<file path="config.mk">
export PLATFORM = sky130hd
export DESIGN_NAME = sdf_stage_ctrl
export DESIGN_NICKNAME = d
export VERILOG_FILES = /design/src/rtl/sdf_stage_ctrl.sv
export SDC_FILE = /design/constraint.sdc
export NUM_CORES = 1
export LEC_CHECK = 0
export CORE_MARGIN = 2
export CORE_UTILIZATION = 40
export CTS_CLUSTER_SIZE = 20
export DETAILED_ROUTE_END_ITERATION = 8
export PLACE_DENSITY = 0.67
export SLEW_MARGIN = 20
export SYNTH_ARGS = -nofsm -noshare
export SYNTH_HDL_FRONTEND = slang
export SYNTH_SLANG_ARGS = --single-unit
</file>
<file path="constraint.sdc">
create_clock -name clk -period 1.98 [get_ports clk]
set_input_delay 0.396 -clock clk [delete_from_list [all_inputs] [get_ports clk]]
set_output_delay 0.396 -clock clk [all_outputs]
set_load 0.01 [all_outputs]
</file>
<file path="src/rtl/sdf_stage_ctrl.sv">
// Control for one single-path delay-feedback NTT/FFT stage.
// Tracks frame position, butterfly phase, twiddle index and output timing.
module sdf_stage_ctrl #(
   parameter int N     = 256,
   parameter int DELAY = 128
) (
   input  logic                 clk,
   input  logic                 rst,
   input  logic                 in_valid,
   input  logic                 in_last,
   output logic                 bf_sel,
   output logic [$clog2(N)-1:0] tw_addr,
   output logic                 out_valid,
   output logic                 out_last,
   output logic                 busy,
   output logic                 err
);

   localparam int AW = $clog2(N);
   localparam int BW = $clog2(2 * DELAY);
   localparam int DW = (DELAY > 1) ? $clog2(DELAY) : 1;
   localparam logic [AW-1:0] LASTI = AW'(N - 1);
   localparam logic [DW-1:0] DLOAD = DW'(DELAY - 1);
   localparam logic [AW-1:0] TWBASE = AW'(N / (2 * DELAY));

   typedef enum logic [1:0] {
      IDLE,
      RUN,
      DRAIN
   } state_e;

   state_e        state_q, state_d;
   logic [AW-1:0] icnt_q, icnt_d;
   logic          act_q, act_d;
   logic          rise_q, rise_d;
   logic [DW-1:0] rcnt_q, rcnt_d;
   logic          fall_q, fall_d;
   logic [DW-1:0] fcnt_q, fcnt_d;

   logic viol;
   logic acc;
   logic rise_hit;
   logic fall_hit;

   // Inputs arrive in contiguous runs, so the delayed stream is fully
   // described by one pending start and one pending end countdown.
   always_comb begin
      viol = ((state_q == RUN) && !in_valid)
          || (in_valid && in_last && (icnt_q != LASTI))
          || (in_valid && !in_last && (icnt_q == LASTI));
      acc      = in_valid && !viol;
      rise_hit = rise_q && (rcnt_q == '0);
      fall_hit = fall_q && (fcnt_q == '0);

      bf_sel    = in_valid && icnt_q[BW-1];
      tw_addr   = bf_sel ? (TWBASE + (icnt_q >> BW)) : '0;
      out_valid = act_q || rise_hit;
      out_last  = fall_hit;
      busy      = (state_q != IDLE);
      err       = viol && !rst;

      state_d = state_q;
      icnt_d  = icnt_q;
      act_d   = act_q;
      rise_d  = rise_q;
      rcnt_d  = rcnt_q;
      fall_d  = fall_q;
      fcnt_d  = fcnt_q;

      if (rise_hit) begin
         act_d  = 1'b1;
         rise_d = 1'b0;
      end else if (rise_q) begin
         rcnt_d = rcnt_q - 1'b1;
      end

      if (fall_hit) begin
         act_d  = 1'b0;
         fall_d = 1'b0;
      end else if (fall_q) begin
         fcnt_d = fcnt_q - 1'b1;
      end

      if (acc) begin
         icnt_d = icnt_q + 1'b1;
         if (icnt_q == '0) begin
            rise_d = 1'b1;
            rcnt_d = DLOAD;
         end
         if (in_last) begin
            fall_d  = 1'b1;
            fcnt_d  = DLOAD;
            state_d = DRAIN;
         end else begin
            state_d = RUN;
         end
      end else if ((state_q == DRAIN) && fall_hit) begin
         state_d = IDLE;
      end

      if (viol) begin
         state_d = IDLE;
         icnt_d  = '0;
         act_d   = 1'b0;
         rise_d  = 1'b0;
         rcnt_d  = '0;
         fall_d  = 1'b0;
         fcnt_d  = '0;
      end
   end

   always_ff @(posedge clk) begin
      if (rst) begin
         state_q <= IDLE;
         icnt_q  <= '0;
         act_q   <= 1'b0;
         rise_q  <= 1'b0;
         rcnt_q  <= '0;
         fall_q  <= 1'b0;
         fcnt_q  <= '0;
      end else begin
         state_q <= state_d;
         icnt_q  <= icnt_d;
         act_q   <= act_d;
         rise_q  <= rise_d;
         rcnt_q  <= rcnt_d;
         fall_q  <= fall_d;
         fcnt_q  <= fcnt_d;
      end
   end

endmodule

</file>
After elaboration in Yosys (flattened, before gate mapping)
Cells that the tools add are included.
W data, S select, Z words.
{"block": "classes", "addsub": 3, "n_mul": 0, "div_mod_pow": 0, "order_cmp": 0, "n_eq_ne": 4, "shifts": 0, "muxes": 18, "n_bitwise": 0, "n_reduce_logical": 25}
{"op": "$mux W7", "n": 8}
{"op": "$logic_not A7 Y1", "n": 2}
{"op": "$sub A7 B1 Y7 const B", "n": 2}
{"op": "$logic_and A1 B1 Y1", "n": 11}
{"op": "$add A8 B1 Y8 const B", "n": 1}
{"op": "$eq A8 B8 Y1 const B", "n": 1}
{"op": "$logic_not A8 Y1", "n": 1}
{"op": "$ne A8 B8 Y1 const B", "n": 1}
{"op": "$mux W1", "n": 7}
{"op": "$mux W2", "n": 3}
{"op": "$logic_not A1 Y1", "n": 4}
{"op": "$reduce_bool A2 Y1", "n": 2}
{"op": "$logic_or A1 B1 Y1", "n": 3}
{"op": "$reduce_or A3 Y1", "n": 1}
{"op": "$eq A2 B1 Y1 const B", "n": 1}
{"op": "$eq A2 B2 Y1 const B", "n": 1}
{"op": "$reduce_or A2 Y1", "n": 1}
{"block": "totals", "register_bits": 27, "latch_bits": 0, "ram_bits": 0, "mem_bits_ro": 0, "inputBits": 4, "out_inout_bits": 13, "elab_cells": 57, "n_memories": 0}

Longest topological paths before layout
{"block": "depth", "word_depth": 7, "ltp_mapped": 7, "depth_no_buf": 6}

Worst setup path before layout
No wires, ideal clock.
{"block": "synth_timing", "kind": "register to register", "from": "register icnt_q[0]", "to": "register icnt_q[1]", "arrival_ps": 1675, "required_time_ps": 1894, "setup_slack_ps": 220, "stages_incl_launch_ff": 7, "path_buffers": 1, "synth_period_minus_slack_ps": 1760, "cell_sequence": "dfxtp_1 > ha_1 > nand3_1 > o21a_2 > buf_4 > or3b_2 > a211oi_1"}
{"block": "synth_via", "elab_chain_len": 6, "word_cells_on_any_way": 10, "cone_classes": "add/sub: 1; eq/ne: 2; reduce/logical: 7"}
{"item": "start, declared", "line_no": "33", "text": "logic [AW-1:0] icnt_q, icnt_d;"}
{"item": "start signal, assigned", "line_no": "123", "text": "icnt_q <= icnt_d;"}
{"item": "branches (longest 6 deep; another with $add A8 B1 Y8)"}
Several ways; the timed one is not identified.
A chain may end at the register's enable or synchronous reset.

Final worst setup path
{"block": "layout_timing", "from": "register icnt_q[0]", "to": "output err"}
{"block": "layout_via", "elab_chain_len": 5, "word_cells_on_any_way": 7, "cone_classes": "eq/ne: 2; reduce/logical: 5"}
{"item": "$ne A8 B8 Y1", "line_no": "49", "text": "|| (in_valid && in_last && (icnt_q != LASTI))"}
{"item": "$logic_and A1 B1 Y1", "line_no": "49"}
{"item": "$logic_or A1 B1 Y1", "line_no": "49"}
{"item": "$logic_or A1 B1 Y1 *", "line_no": "50", "text": "|| (in_valid && !in_last && (icnt_q == LASTI));"}
{"item": "$logic_and A1 B1 Y1 *", "line_no": "60", "text": "err = viol && !rst;"}
{"item": "end, declared", "line_no": "16", "text": "output logic err"}
Every way passes the cells marked *; elsewhere a longest branch is shown, timed or not.

==> impl_table.tex <==
\begin{tabular}{lr}
\hline
Metric & Value \\
\hline
\multicolumn{2}{l}{\textbf{Floorplanning}} \\
Cell Rows & 23 \\
Initial standard-cell utilization of the core & 40.7\% \\
Core box area & 3940 sq um \\
Die Width & 67.4 um \\
Number of I/O pins & 17 \\
Height of the chip & 67.4 um \\
Overall die area & 4540 sq um \\
\multicolumn{2}{l}{\textbf{Synthesis}} \\
Synth warn & 0 \\
Most common flop cell mapped by yosys & dfxtp\_1 \\
Async S/R FF share, synth & 0\% \\
Cells after Synth & 181 \\
Unique masters post-synth & 45 \\
Netlist area before placement & 1610 sq um \\
\#FFs+latches synth & 27 \\
Leading area contributor after synthesis & dfxtp\_1 \\
Number of enable flip-flop cells after synthesis & 0 \\
Area share of the leading cell type in the synthesized netlist & 33.6\% \\
Sequential share of the synthesized area & 33.6\% \\
Average cell area after synthesis & 8.88 sq um \\
Ranking of synthesized cells by area & dfxtp\_1, a211oi\_1, buf\_4 \\
\multicolumn{2}{l}{\textbf{Global route}} \\
Number of antenna violations at the first check in global routing & 0 \\
Gr ovfl total & 0 \\
Largest net degree at the start of global routing & 26 \\
Overall fraction of global-route tracks in use & 17.3\% \\
Via count of the first global-routing pass & 1315 \\
Global-route wire length before repair & 6000 um \\
\multicolumn{2}{l}{\textbf{Worst setup path}} \\
Setup CP Type & reg2out \\
Worst EP arrival & 1.49 ns \\
Worst Setup Start Kind & flip-flop \\
Register-to-register setup slack & 0.11 ns \\
Required @ worst endpoint & 1.58 ns \\
Slowest Stage Delay on Critical Path & 0.37 ns \\
Critical Path Slowest Stage Cell & dfxtp\_2 \\
Critical Path End Type & output port \\
Worst Reg2Reg Path Length in Cells & 6 \\
R2r endpoint & icnt\_q[3] \\
Largest fanout on the critical path & 3 \\
Launch point of the worst reg-to-reg path & icnt\_q[0] \\
Ordered list of cells on the worst path & ha\_4, nand3\_2, nor3\_2, o21ai\_1, a21oi\_1, clkbuf\_2 \\
\multicolumn{2}{l}{\textbf{Drt}} \\
Remaining antenna violation count & 0 \\
Met2 Wirelength & 1820 um \\
Via count & 1469 \\
Total length of routed met3 wires & 112 um \\
DR DRC count & 0 \\
Sum of routed wire segments on met1 & 1710 um \\
Vias per inst & 5.42 \\
Final WL & 3660 um \\
Detailed-routing iteration count for the pre-antenna-repair pass & 4 \\
Top sig layer & met4 \\
WL/cell & 13.5 um \\
DRC violation total after the first TritonRoute iteration & 61 \\
\multicolumn{2}{l}{\textbf{Timing}} \\
Maximum frequency from static timing analysis & 0.529 GHz \\
Setup TNS after final layout & 0 ns \\
Slew Viols, Final & 0 \\
Final period utilization & 95.4\% \\
Minimum clock period after layout & 1.89 ns \\
Setup repair after global routing missed its margin & no \\
Final number of setup-violating endpoints & 0 \\
Clock tree skew after final layout & 0.00470 ns \\
Fin. Hold Viols & 0 \\
\multicolumn{2}{l}{\textbf{Pwr}} \\
Internal power & 768 uW \\
Part of the power in combinational logic & 14.8\% \\
Power per standard cell area & 506 nW/um\^{}2 \\
Worst IR Drop VDD & 372 uV \\
Sequential cell fraction of total power & 54.9\% \\
Leakage Power & 0.000744 uW \\
Share of total power consumed by net switching & 26.1\% \\
Switching power of the nets & 271 uW \\
Proportion of power drawn by the clock network & 30.3\% \\
\multicolumn{2}{l}{\textbf{Worst hold path}} \\
Path category of the worst min-delay check & reg2reg \\
Hold Crit Depth & 2 \\
Hold endpoint & rcnt\_q[6] \\
Source of the worst hold timing path & rcnt\_q[6] \\
\multicolumn{2}{l}{\textbf{Cells and area}} \\
Fraction of final layout cells with drive strength greater than 1 & 32.1\% \\
Post-route core utilization & 52.1\% \\
Filler instances & 384 \\
Post-layout instance area & 2050 sq um \\
Number of nets in the finished design & 230 \\
Number of inserted diodes & 0 \\
Syn-to-layout area delta & 27.8\% \\
Post-layout instance count excluding filler cells & 271 \\
\multicolumn{2}{l}{\textbf{Placed design}} \\
Instance count after placement with tap cells included & 266 \\
PortBufs & 9 \\
Post-detailed-placement half-perimeter wirelength & 2600 um \\
Placed instance area & 1950 sq um \\
Gpl congestion & 0.798 \\
\multicolumn{2}{l}{\textbf{Clock tree}} \\
Root buf cell & clkbuf\_8 \\
Cts bufs inserted & 3 \\
Number of levels in the clock H-tree & 1 \\
Clk Latency, worst-skew pair & 0.27 ns \\
Clock transition at the registers of the reported paths & 0.09 ns \\
Clock tree sinks & 27 \\
CTS tree & yes \\
Bufs on Longest Clock Path & 2 \\
\multicolumn{2}{l}{\textbf{Flow run}} \\
Max-Cap Viols & 0 \\
\multicolumn{2}{l}{\textbf{Run status}} \\
Status & complete, no violations \\
\hline
\end{tabular}
[power groups by stage]
stage               combinational, uW  clock, uW  sequential [uW]
floorplan                         105          0              578
global placement                  150          0              581
detailed placement                152          0              581
CTS                               153        328              570
global route                      168        353              573
finish                            154        315              571
[Yosys cell counts (2+ instances only)]
cell type and n:
nand3_1 3, o21ai_0 6, or3_1 4, clkbuf_1 4
nor2_1 4, or4_1 5, or3b_2 2, nand4_1 3
dfxtp_1 27, nand2_1 8, xnor2_1 3, a211oi_1 24
inv_1 12, ha_1 4, nor3_1 12, nor4_1 2
a21oi_1 6, buf_4 12, and2_1 2, or3_2 2
o31ai_1 8, a311oi_1 3, nor2b_1 3
[sequential cells by signal, indices dropped and copies added, names as in the netlist]
name	count
state_q	2
icnt_q	8
rcnt_q	7
fall_q	1
fcnt_q	7
rise_q	1
act_q	1
[per-layer routing]
layer  track usage [%]  vias up
met5                 0        -
met4              3.57        0
met1              22.2      688
li1                  -      758
met3              4.00        2
met2              29.7       21
[worst max path at each step]
stage          startpoint         to  slack, ns  cells past startpoint
2_1_floorplan   icnt_q[0]  icnt_q[1]       0.22                      6
3_3_place_gp      in_last        err      -0.28                      5
3_5_place_dp      in_last        err      -0.34                      5
4_1_cts         icnt_q[1]        err      -0.07                      6
5_1_grt         icnt_q[0]  icnt_q[3]      0.005                      6
6_report        icnt_q[0]        err       0.09                      6
[through the flow]
step,hold slack (ns),power [uW],worst slack (ns)
finish,0.493,1040,0.0907
global route,0.513,1090,0.00454
CTS,0.494,1050,-0.0691
detailed placement,0.480,733,-0.335
global placement,0.468,731,-0.284
floorplan,0.451,683,0.220
[critical path, delay by kind of cell (launching register included)]
family                   cells  cell delay [ns]
adder cells (fa/ha/maj)      1             0.15
AND/OR/NAND/NOR              2             0.34
buffers and inverters        1             0.14
flip-flops                   1             0.37
AO/OA/AOI/OAI                2             0.23
[layout by cell type (no fill, tap or decap), types with 2 or more instances in the layout]
cell type        instances
nor3_2                   2
or3_1                    3
nand2_1                  8
ha_1                     3
nor2_1                   4
conb_1                   7
nor2b_1                  3
clkbuf_8                 3
a311oi_1                 3
or3b_2                   2
and2_1                   2
o31ai_1                  8
inv_1                   12
or4_1                    5
xnor2_1                  3
buf_4                   37
dfxtp_1                 21
o21ai_0                  5
a21oi_1                  6
nand3_1                  2
a211oi_1                24
nand4_1                  3
or3_2                    2
dfxtp_2                  6
nor3_1                  10
dlygate4sd2_1            3
clkdlybuf4s50_1          5
[cell type report]
| cell class | count | area, sq um | area share [%] |
|---|---|---|---|
| multi-input cells | 131 | 972 | 47.3 |
| flip-flops and latches | 27 | 548 | 26.7 |
| repair buffers | 47 | 379 | 18.5 |
| well taps | 50 | 62.6 | 3.05 |
| inverters | 12 | 45.0 | 2.19 |
| clock buffers | 3 | 41.3 | 2.01 |
| clock inverters | 1 | 5.00 | 0.244 |
[logic make-up (layout without fill, tap and decap cells)]
logic type | count (synthesis) | count (layout) | share of synthesized area (%)
compound gates | 57 | 57 | 27.3
xor+xnor | 3 | 3 | 1.64
fa+ha+maj | 4 | 4 | 3.12
buf+inv | 29 | 63 | 10.2
flops | 27 | 27 | 33.6
mux | 1 | 1 | 0.701
other cells | 1 | 7 | 0.233
simple gates | 59 | 59 | 23.1
[timing repair]
| action | in CTS | in global routing |
|---|---|---|
| endpoints found under the setup margin | 8 | 3 |
| pin swaps | 1 | 2 |
| setup buffers | 0 | 1 |
| hold buffers | 0 | 0 |
| resized for setup | 13 | 8 |
Power figures use the tool's default switching activity.
